==> src/rtl/title_pkg.sv <==
// Shared definitions for the title-text path (loader -> VGA display).
// Provides title geometry, the framing control bytes, the loader FSM state
// type and the char mapping that keeps every stored byte in 0x20..0x5F.
package title_pkg;

  localparam int unsigned TITLE_CHARS = 10;
  localparam int unsigned TITLE_SLOTS = 3;
  localparam int unsigned CHAR_W      = 8;
  localparam int unsigned TITLE_W     = TITLE_CHARS * CHAR_W;
  localparam int unsigned CNT_W       = 4;
  localparam int unsigned SLOT_W      = 2;

  localparam logic [CHAR_W-1:0] CH_SOH   = 8'h01;
  localparam logic [CHAR_W-1:0] CH_LF    = 8'h0A;
  localparam logic [CHAR_W-1:0] CH_CR    = 8'h0D;
  localparam logic [CHAR_W-1:0] CH_SPACE = 8'h20;

  typedef enum logic [1:0] {
    IDLE   = 2'd0,
    SLOT   = 2'd1,
    CHARS  = 2'd2,
    COMMIT = 2'd3
  } title_state_t;

  // Fold a printable byte into the display's glyph range: lowercase becomes
  // uppercase, the few glyphs above 0x5F that have no uppercase twin become '?'.
  function automatic logic [CHAR_W-1:0] map_char(input logic [CHAR_W-1:0] c);
    logic [CHAR_W-1:0] m;
    if (c >= 8'h61 && c <= 8'h7A) begin
      m = c - 8'h20;
    end else if (c == 8'h60 || c >= 8'h7B) begin
      m = 8'h3F;
    end else begin
      m = c;
    end
    return m;
  endfunction

endpackage

==> src/rtl/title_loader.sv <==
// title_loader: parses framed title records from a byte stream and commits
// each one atomically into one of three 80-bit ASCII title registers.
// Record: SOH, slot '0'..'2', 0..10 chars, LF/CR (10th char ends implicitly).
// Ports:
//   clk_pix            pixel clock
//   rst_pix            synchronous active-high reset
//   frame              start-of-frame pulse (commit alignment when SYNC_COMMIT)
//   rx_data/rx_valid   incoming byte stream; rx_ready back-pressure
//   titles[2:0]        packed titles, char 0 in [79:72]
//   title_upd/upd_slot one-cycle pulse + slot index on each commit
//   frame_err          one-cycle pulse on a protocol error
//   busy               FSM is not idle
module title_loader
  import title_pkg::*;
#(
  parameter bit                 SYNC_COMMIT = 1'b1,
  parameter logic [TITLE_W-1:0] INIT0       = {TITLE_CHARS{CH_SPACE}},
  parameter logic [TITLE_W-1:0] INIT1       = {TITLE_CHARS{CH_SPACE}},
  parameter logic [TITLE_W-1:0] INIT2       = {TITLE_CHARS{CH_SPACE}}
) (
  input  logic                                clk_pix,
  input  logic                                rst_pix,
  input  logic                                frame,
  input  logic [CHAR_W-1:0]                   rx_data,
  input  logic                                rx_valid,
  output logic                                rx_ready,
  output logic [TITLE_SLOTS-1:0][TITLE_W-1:0] titles,
  output logic                                title_upd,
  output logic [SLOT_W-1:0]                   upd_slot,
  output logic                                frame_err,
  output logic                                busy
);

  title_state_t                        state_q, state_d;
  logic [SLOT_W-1:0]                   slot_q, slot_d;
  logic [CNT_W-1:0]                    cnt_q, cnt_d;
  logic [TITLE_W-1:0]                  shadow_q, shadow_d;
  logic [TITLE_SLOTS-1:0][TITLE_W-1:0] titles_q, titles_d;
  logic                                title_upd_q, title_upd_d;
  logic [SLOT_W-1:0]                   upd_slot_q, upd_slot_d;
  logic                                frame_err_q, frame_err_d;
  logic                                rx_ready_q, rx_ready_d;
  logic                                busy_q, busy_d;

  logic accept;
  logic is_slot;
  logic is_term;
  logic is_print;

  assign accept   = rx_valid && rx_ready_q;
  assign is_slot  = (rx_data >= 8'h30) && (rx_data <= 8'h32);
  assign is_term  = (rx_data == CH_LF) || (rx_data == CH_CR);
  assign is_print = (rx_data >= 8'h20) && (rx_data <= 8'h7E);

  // Next-state and output logic.
  always_comb begin
    state_d     = state_q;
    slot_d      = slot_q;
    cnt_d       = cnt_q;
    shadow_d    = shadow_q;
    titles_d    = titles_q;
    title_upd_d = 1'b0;
    upd_slot_d  = upd_slot_q;
    frame_err_d = 1'b0;

    case (state_q)
      IDLE: begin
        if (accept && rx_data == CH_SOH) begin
          state_d = SLOT;
        end
      end

      SLOT: begin
        if (accept) begin
          if (is_slot) begin
            // '0'..'2' are 0x30..0x32, so the low bits are the slot index.
            slot_d   = rx_data[SLOT_W-1:0];
            shadow_d = {TITLE_CHARS{CH_SPACE}};
            cnt_d    = '0;
            state_d  = CHARS;
          end else if (rx_data == CH_SOH) begin
            state_d = SLOT;
          end else begin
            frame_err_d = 1'b1;
            state_d     = IDLE;
          end
        end
      end

      CHARS: begin
        if (accept) begin
          if (is_term) begin
            state_d = COMMIT;
          end else if (rx_data == CH_SOH) begin
            frame_err_d = 1'b1;
            state_d     = SLOT;
          end else if (is_print) begin
            for (int unsigned i = 0; i < TITLE_CHARS; i++) begin
              if (cnt_q == CNT_W'(i)) begin
                shadow_d[TITLE_W-1-CHAR_W*i -: CHAR_W] = map_char(rx_data);
              end
            end
            cnt_d = cnt_q + CNT_W'(1);
            if (cnt_q == CNT_W'(TITLE_CHARS - 1)) begin
              state_d = COMMIT;
            end
          end else begin
            frame_err_d = 1'b1;
            state_d     = IDLE;
          end
        end
      end

      COMMIT: begin
        if (!SYNC_COMMIT || frame) begin
          for (int unsigned k = 0; k < TITLE_SLOTS; k++) begin
            if (slot_q == SLOT_W'(k)) begin
              titles_d[k] = shadow_q;
            end
          end
          title_upd_d = 1'b1;
          upd_slot_d  = slot_q;
          state_d     = IDLE;
        end
      end

      default: begin
        state_d = IDLE;
      end
    endcase

    // Flow control and busy are registered from the state being entered.
    rx_ready_d = (state_d != COMMIT);
    busy_d     = (state_d != IDLE);
  end

  // State and output registers.
  always_ff @(posedge clk_pix) begin
    if (rst_pix) begin
      state_q     <= IDLE;
      slot_q      <= '0;
      cnt_q       <= '0;
      shadow_q    <= {TITLE_CHARS{CH_SPACE}};
      titles_q    <= {INIT2, INIT1, INIT0};
      title_upd_q <= 1'b0;
      upd_slot_q  <= '0;
      frame_err_q <= 1'b0;
      rx_ready_q  <= 1'b1;
      busy_q      <= 1'b0;
    end else begin
      state_q     <= state_d;
      slot_q      <= slot_d;
      cnt_q       <= cnt_d;
      shadow_q    <= shadow_d;
      titles_q    <= titles_d;
      title_upd_q <= title_upd_d;
      upd_slot_q  <= upd_slot_d;
      frame_err_q <= frame_err_d;
      rx_ready_q  <= rx_ready_d;
      busy_q      <= busy_d;
    end
  end

  assign rx_ready  = rx_ready_q;
  assign titles    = titles_q;
  assign title_upd = title_upd_q;
  assign upd_slot  = upd_slot_q;
  assign frame_err = frame_err_q;
  assign busy      = busy_q;

endmodule

==> config.mk <==
export PLATFORM = sky130hd
export DESIGN_NAME = title_loader
export DESIGN_NICKNAME = d
export VERILOG_FILES = /design/src/rtl/title_pkg.sv /design/src/rtl/title_loader.sv
export SDC_FILE = /design/constraint.sdc
export NUM_CORES = 1
export LEC_CHECK = 0
export CAP_MARGIN = 20
export CORE_AREA = 5 5 164 166
export DETAILED_ROUTE_END_ITERATION = 6
export DIE_AREA = 0 0 169 171
export GPL_TIMING_DRIVEN = 0
export PLACE_DENSITY = 0.78
export SKIP_CTS_REPAIR_TIMING = 1
export SYNTH_ARGS = -nofsm -noshare
export SYNTH_HDL_FRONTEND = slang
export SYNTH_SLANG_ARGS = --single-unit
==> constraint.sdc <==
create_clock -name clk_pix -period 4.9 [get_ports clk_pix]
set_clock_uncertainty 0.05 [all_clocks]
set_input_delay 0.49 -clock clk_pix [delete_from_list [all_inputs] [get_ports clk_pix]]
set_output_delay 0.49 -clock clk_pix [all_outputs]
set_load 0.02 [all_outputs]
# Word level (Yosys, flattened, before mapping)
# Index checks and enable logic that the tools add are counted.
[totals] ff_bits=334 input_bits=12 output_inout_bits=246 elab_cells=141
[classes] addsub=2 order_cmp=7 n_eq_ne=35 n_mux=46 n_bitwise=1 n_reduce_logical=29
[op_table] op="80-bit two-way mux" count=6
[op_table] op="80-bit one-hot mux with 2 select lines" count=1
[op_table] op="8-bit two-way mux" count=12
[op_table] op="8-bit AND reduction" count=10
[op_table] op="2-bit inequality test, second input constant" count=17
[op_table] op="4-bit two-way mux" count=6
[op_table] op="2-bit two-way mux" count=9
[op_table] op="4-bit by 3-bit == test with 1-bit output, second input constant" count=4
[op_table] op="8-bit by 4-bit == test with 1-bit output, second input constant" count=2
[op_table] op="8-bit by 6-bit greater-or-equal comparator with 1-bit output, second input constant" count=2
[op_table] op="8-bit by 7-bit greater-or-equal comparator with 1-bit output, second input constant" count=2
[op_table] op="8-bit by 7-bit less-or-equal comparator with 1-bit output, second input constant" count=2
[op_table] op="3-bit AND reduction" count=4
[op_table] op="1-bit two-way mux" count=9
[op_table] op="4-bit by 2-bit == test with 1-bit output, second input constant" count=2
[op_table] op="4-bit == test, second input constant" count=2
[op_table] op="8-bit by 1-bit == test with 1-bit output, second input constant" count=1
[op_table] op="8-bit by 7-bit == test with 1-bit output, second input constant" count=1
[op_table] op="8-bit by 6-bit less-or-equal comparator with 1-bit output, second input constant" count=1
[op_table] op="2-bit one-hot mux with 4 select lines" count=1
[op_table] op="4-bit one-hot mux with 2 select lines" count=1
[op_table] op="8-bit by 6-bit subtractor with 8-bit output, second input constant" count=1
[op_table] op="7-bit AND reduction" count=1
[op_table] op="2-bit == test, second input constant" count=3
[op_table] op="12 further kinds" count=20

# Longest topological paths before layout
[logic_depth] word_depth=10 depth_mapped=9 ltp_nobuf=7

# Least setup slack after synthesis
# Ideal clock, no wire load.
[synth_path] path_kind="input to register" start="input port rx_data[6]" end="register shadow_q[29]" setup_ns=0.136 arrival_time_ns=1.928 required_ns=4.714 setup_slack_ns=2.786 path_stages=9 n_path_buf=2 path_cell_list="buf_4 inv_1 ha_1 and4b_1 o2111ai_1 a221oi_2 buf_6 nand2_4 mux2i_1"
[synth_via] elab_chain_len=10 word_cells_on_any_way=29 cone_classes="order compare (7); eq/ne (8); mux (8); reduce/logical (6)"
[synth_lines] item="start, declared" line="title_loader.sv:24" text="input logic [CHAR_W-1:0] rx_data,"
[synth_lines] item="8-bit by 7-bit greater-or-equal comparator with 1-bit output or 8-bit by 7-bit == test with 1-bit output (tied branches)" line="title_pkg.sv:31" text="end else if (c == 8'h60 || c >= 8'h7B) begin"
[synth_lines] item="1-bit logical OR" line="title_pkg.sv:31"
[synth_lines] item="8-bit two-way mux" line="title_pkg.sv:31"
[synth_lines] item="8-bit two-way mux" line="title_pkg.sv:29" text="if (c >= 8'h61 && c <= 8'h7A) begin"
[synth_lines] item="8-bit two-way mux" line="title_loader.sv:99" text="if (cnt_q == CNT_W'(i)) begin"
[synth_lines] item="80-bit two-way mux" line="title_loader.sv:97" text="end else if (is_print) begin"
[synth_lines] item="80-bit two-way mux" line="title_loader.sv:94" text="end else if (rx_data == CH_SOH) begin"
[synth_lines] item="80-bit two-way mux" line="title_loader.sv:92" text="if (is_term) begin"
[synth_lines] item="80-bit two-way mux" line="title_loader.sv:91" text="if (accept) begin"
[synth_lines] item="80-bit one-hot mux with 2 select lines" line="title_loader.sv:66" text="case (state_q)"
[synth_lines] item="end signal, assigned" line="title_loader.sv:143" text="shadow_q <= {TITLE_CHARS{CH_SPACE}};"
[synth_lines] item="end signal, assigned" line="title_loader.sv:154" text="shadow_q <= shadow_d;"
[synth_lines] item="end, declared" line="title_loader.sv:37" text="logic [TITLE_W-1:0] shadow_q, shadow_d;"
# Several ways; a longest one is shown, not always the timed one. The select of a mux whose other input is x is not followed.
# A chain may end at the register's enable or synchronous reset.

# Worst setup path after layout
[layout_path] start="register state_q[0]" end="register titles_q, in the netlist titles[155]"
[layout_via] elab_chain_len=2
[layout_lines] item="start, declared" line="title_loader.sv:34" text="title_state_t state_q, state_d;"
[layout_lines] item="start signal, assigned" line="title_loader.sv:151" text="state_q <= state_d;"
[layout_lines] item="2-bit == test" line="title_loader.sv:66"
[layout_lines] item="3-bit AND reduction (no line)"
[layout_lines] item="end signal, assigned" line="title_loader.sv:144" text="titles_q <= {INIT2, INIT1, INIT0};"
[layout_lines] item="end signal, assigned" line="title_loader.sv:155" text="titles_q <= titles_d;"
[layout_lines] item="end, declared" line="title_loader.sv:38" text="logic [TITLE_SLOTS-1:0][TITLE_W-1:0] titles_q, titles_d;"
# Every way passes these cells.

==> out/metrics.cfg <==
[status]
status=completed

[yosys]
synth-seq-cells=334
synthSimpleGateAreaFrac=0.223
syn_area_um2=12600
synth_top_family_by_area=simple AND/OR/NAND/NOR gates
yosys.area.top_type_share=0.531
synth_common_cells=nand2_1, dfxtp_1, a21oi_1, clkbuf_1, mux2i_1
synth_compound_area_frac=0.130
synth_nets=1513
yosysSeqAreaShare=0.531
synthTopCellsByArea=dfxtp_1, nand2_1, a21oi_1, mux2i_1, clkbuf_1
synth_fa_ha_area_frac=0.0109
synth_edf_count=0
synth.largest_area_cell=dfxtp_1
synth.distinct_cells=68
synthCells=1490
ys.flop_type=dfxtp_1
post-synth-top-count-cell=nand2_1
synth_xor_area_frac=0.00139
synth.area.mux_share=0.0644
syn_area_per_cell_um2=8.44
async_flop_share=0
synth_warnings=0

[worst_hold_path]
hp-start=titles[235]
hold_end=titles[235]
hold_class=reg2reg
worstHoldPathCells=2

[power_and_ir_drop]
power_density_nw_per_um2=356
max-vdd-ir-drop_mv=0.231
p_leak_nw=6.19

[flow_run]
cap_violations=0

[global_routing]
grt_max_degree=14
grtUsageTotal=0.263
grt.overflow.total=0
first_global_vias=11200
grt_pass1_wl_um=60700
grt_antenna_before_repair=0

[worst_setup_path]
r2r_setup_slack_ns=2.18
startpoint=state_q[0]
required_ns=5.29
end_kind=flip-flop
start_kind=flip-flop
worstSetupPathType=reg2reg
rr_endpoint=titles[155]
arrival_ns=3.11
reg2reg_from=state_q[0]
r2r_cells=8
path_max_fanout=10

[placement]
port_buffers=254
finalWeightedCongestion=0.899
dp_hpwl_um=28600

[routing]
drtAntennaViolNets=0
drt-initial-drc-count=865
dr_total_vias=11500
firstDrtPassIters=5
viasPerCell=5.39
drc_errors=0
drt-total-wl_um=39700
wl_per_cell_um=18.6

[die]
fp.dieH_um=171
pin_count=258
initial_core_util=0.494
rows=59
fp.dieW_um=169
die_area_um2=28900
core_um2=25500

[timing]
final.min_clock_period_ns=2.72
worstMarginPinSlew_ns=0.926
final-max-slew-violation-count=0
max_slew_margin=0.379
setup_viol=0
clock.fmax_ghz=0.368
fin_crit_sh=0.554
finalSetupTns_ns=0
finalHoldViolCount=0
rsz0062_at_grt=no

[final_layout]
fillers=2166
drive_above_1_share=0.0543
post-route-util=0.652
nets=1805
antenna_cells=0
synthToLayoutAreaGrowth_pct=32.0

[clocking]
clock_sinks=334
cts.htree.levels=2
cts_buffer_depth=3
cts_root_buf=clkbuf_16
cts_buffers=35
tritoncts=built
cts.clk_slew.worst_paths_ns=0.06
clock_latency_ns=0.52

==> registers in the layout, indices dropped and copies added (netlist names), 2 cells and up <==
signal,flops
state_q,2
shadow_q,80
slot_q,2
upd_slot,2
titles,240
cnt_q,4
==> through the flow <==
stage | hold WS [ns] | area [um^2] | power, mW | instances | setup WS (ns)
final | 0.403 | 16600 | 5.91 | 2140 | 2.18
after global routing | 0.424 | 16600 | 6.09 | 2140 | 2.05
after CTS | 0.405 | 16600 | 5.92 | 2140 | 2.22
after detailed placement | 0.396 | 15600 | 3.49 | 2080 | 1.79
after global placement | 0.392 | 15500 | 3.48 | 2079 | 1.30
after floorplan | 0.409 | 12600 | 3.32 | 1490 | 2.79
==> critical path, cell delays in order, from the launching register on <==
cell,delay (ns)
dfxtp_1,0.40
ha_1,0.28
nand2_1,0.22
nor2_1,0.18
and2_1,0.14
clkbuf_1,0.63
clkbuf_1,0.47
nand2_1,0.14
a21oi_1,0.15
==> cells by family after synthesis <==
family	count (synthesis)
AOI/OAI and AO/OA	273
xor gates and xnor gates	2
adders and majority gates	11
buffers and inverters	117
DFF	334
muxes	81
and+or+nand+nor	672
==> how the worst max path moves through the flow <==
stage | to | slack [ns] | depth (start not counted)
after detailed placement | titles[226] | 1.79 | 7
final | titles[155] | 2.18 | 8
after global placement | titles[68] | 1.30 | 6
after CTS | titles[226] | 2.22 | 7
after floorplan | shadow_q[29] | 2.79 | 9
after global routing | titles[228] | 2.05 | 7
==> metal layers <==
metal,routed length [um],track usage,vias up
li1,-,-,5495
met1,16200,0.332,5464
met2,19100,0.451,475
met3,2770,0.0455,98
met4,1590,0.107,0
met5,0,0,-
==> cells in the final DEF, fill, tap and decap left out, types with 5 or more instances in the layout <==
cell type | netlist | final
a21oi_1 | 221 | 221
buf_6 | 5 | 6
clkbuf_1 | 92 | 106
clkbuf_16 | 0 | 36
clkdlybuf4s50_1 | 0 | 254
dfxtp_1 | 334 | 334
ha_1 | 11 | 11
inv_1 | 13 | 13
mux2i_1 | 81 | 81
nand2_1 | 573 | 573
nand2_4 | 10 | 10
nand3_1 | 34 | 34
nor2_1 | 20 | 20
o21ai_0 | 10 | 10
o21ai_2 | 5 | 5
==> area by class of cell <==
cell class,instances,area [um^2],share of cell area
buffer,104,442,0.0266
inverter,13,48.8,0.00294
multi-input combinational,1039,5410,0.326
sequential,334,6690,0.403
clock buffer,53,995,0.0599
tap,335,419,0.0252
clock inverter,7,56.3,0.00339
timing repair buffer,255,2550,0.154
==> report_power, final <==
group | internal (mW) | total, mW | switching [mW]
clock | 1.41 | 2.47 | 1.06
combinational | 0.233 | 0.655 | 0.422
sequential | 2.75 | 2.79 | 0.0370
Note: power is estimated with default switching activity, not from simulation.
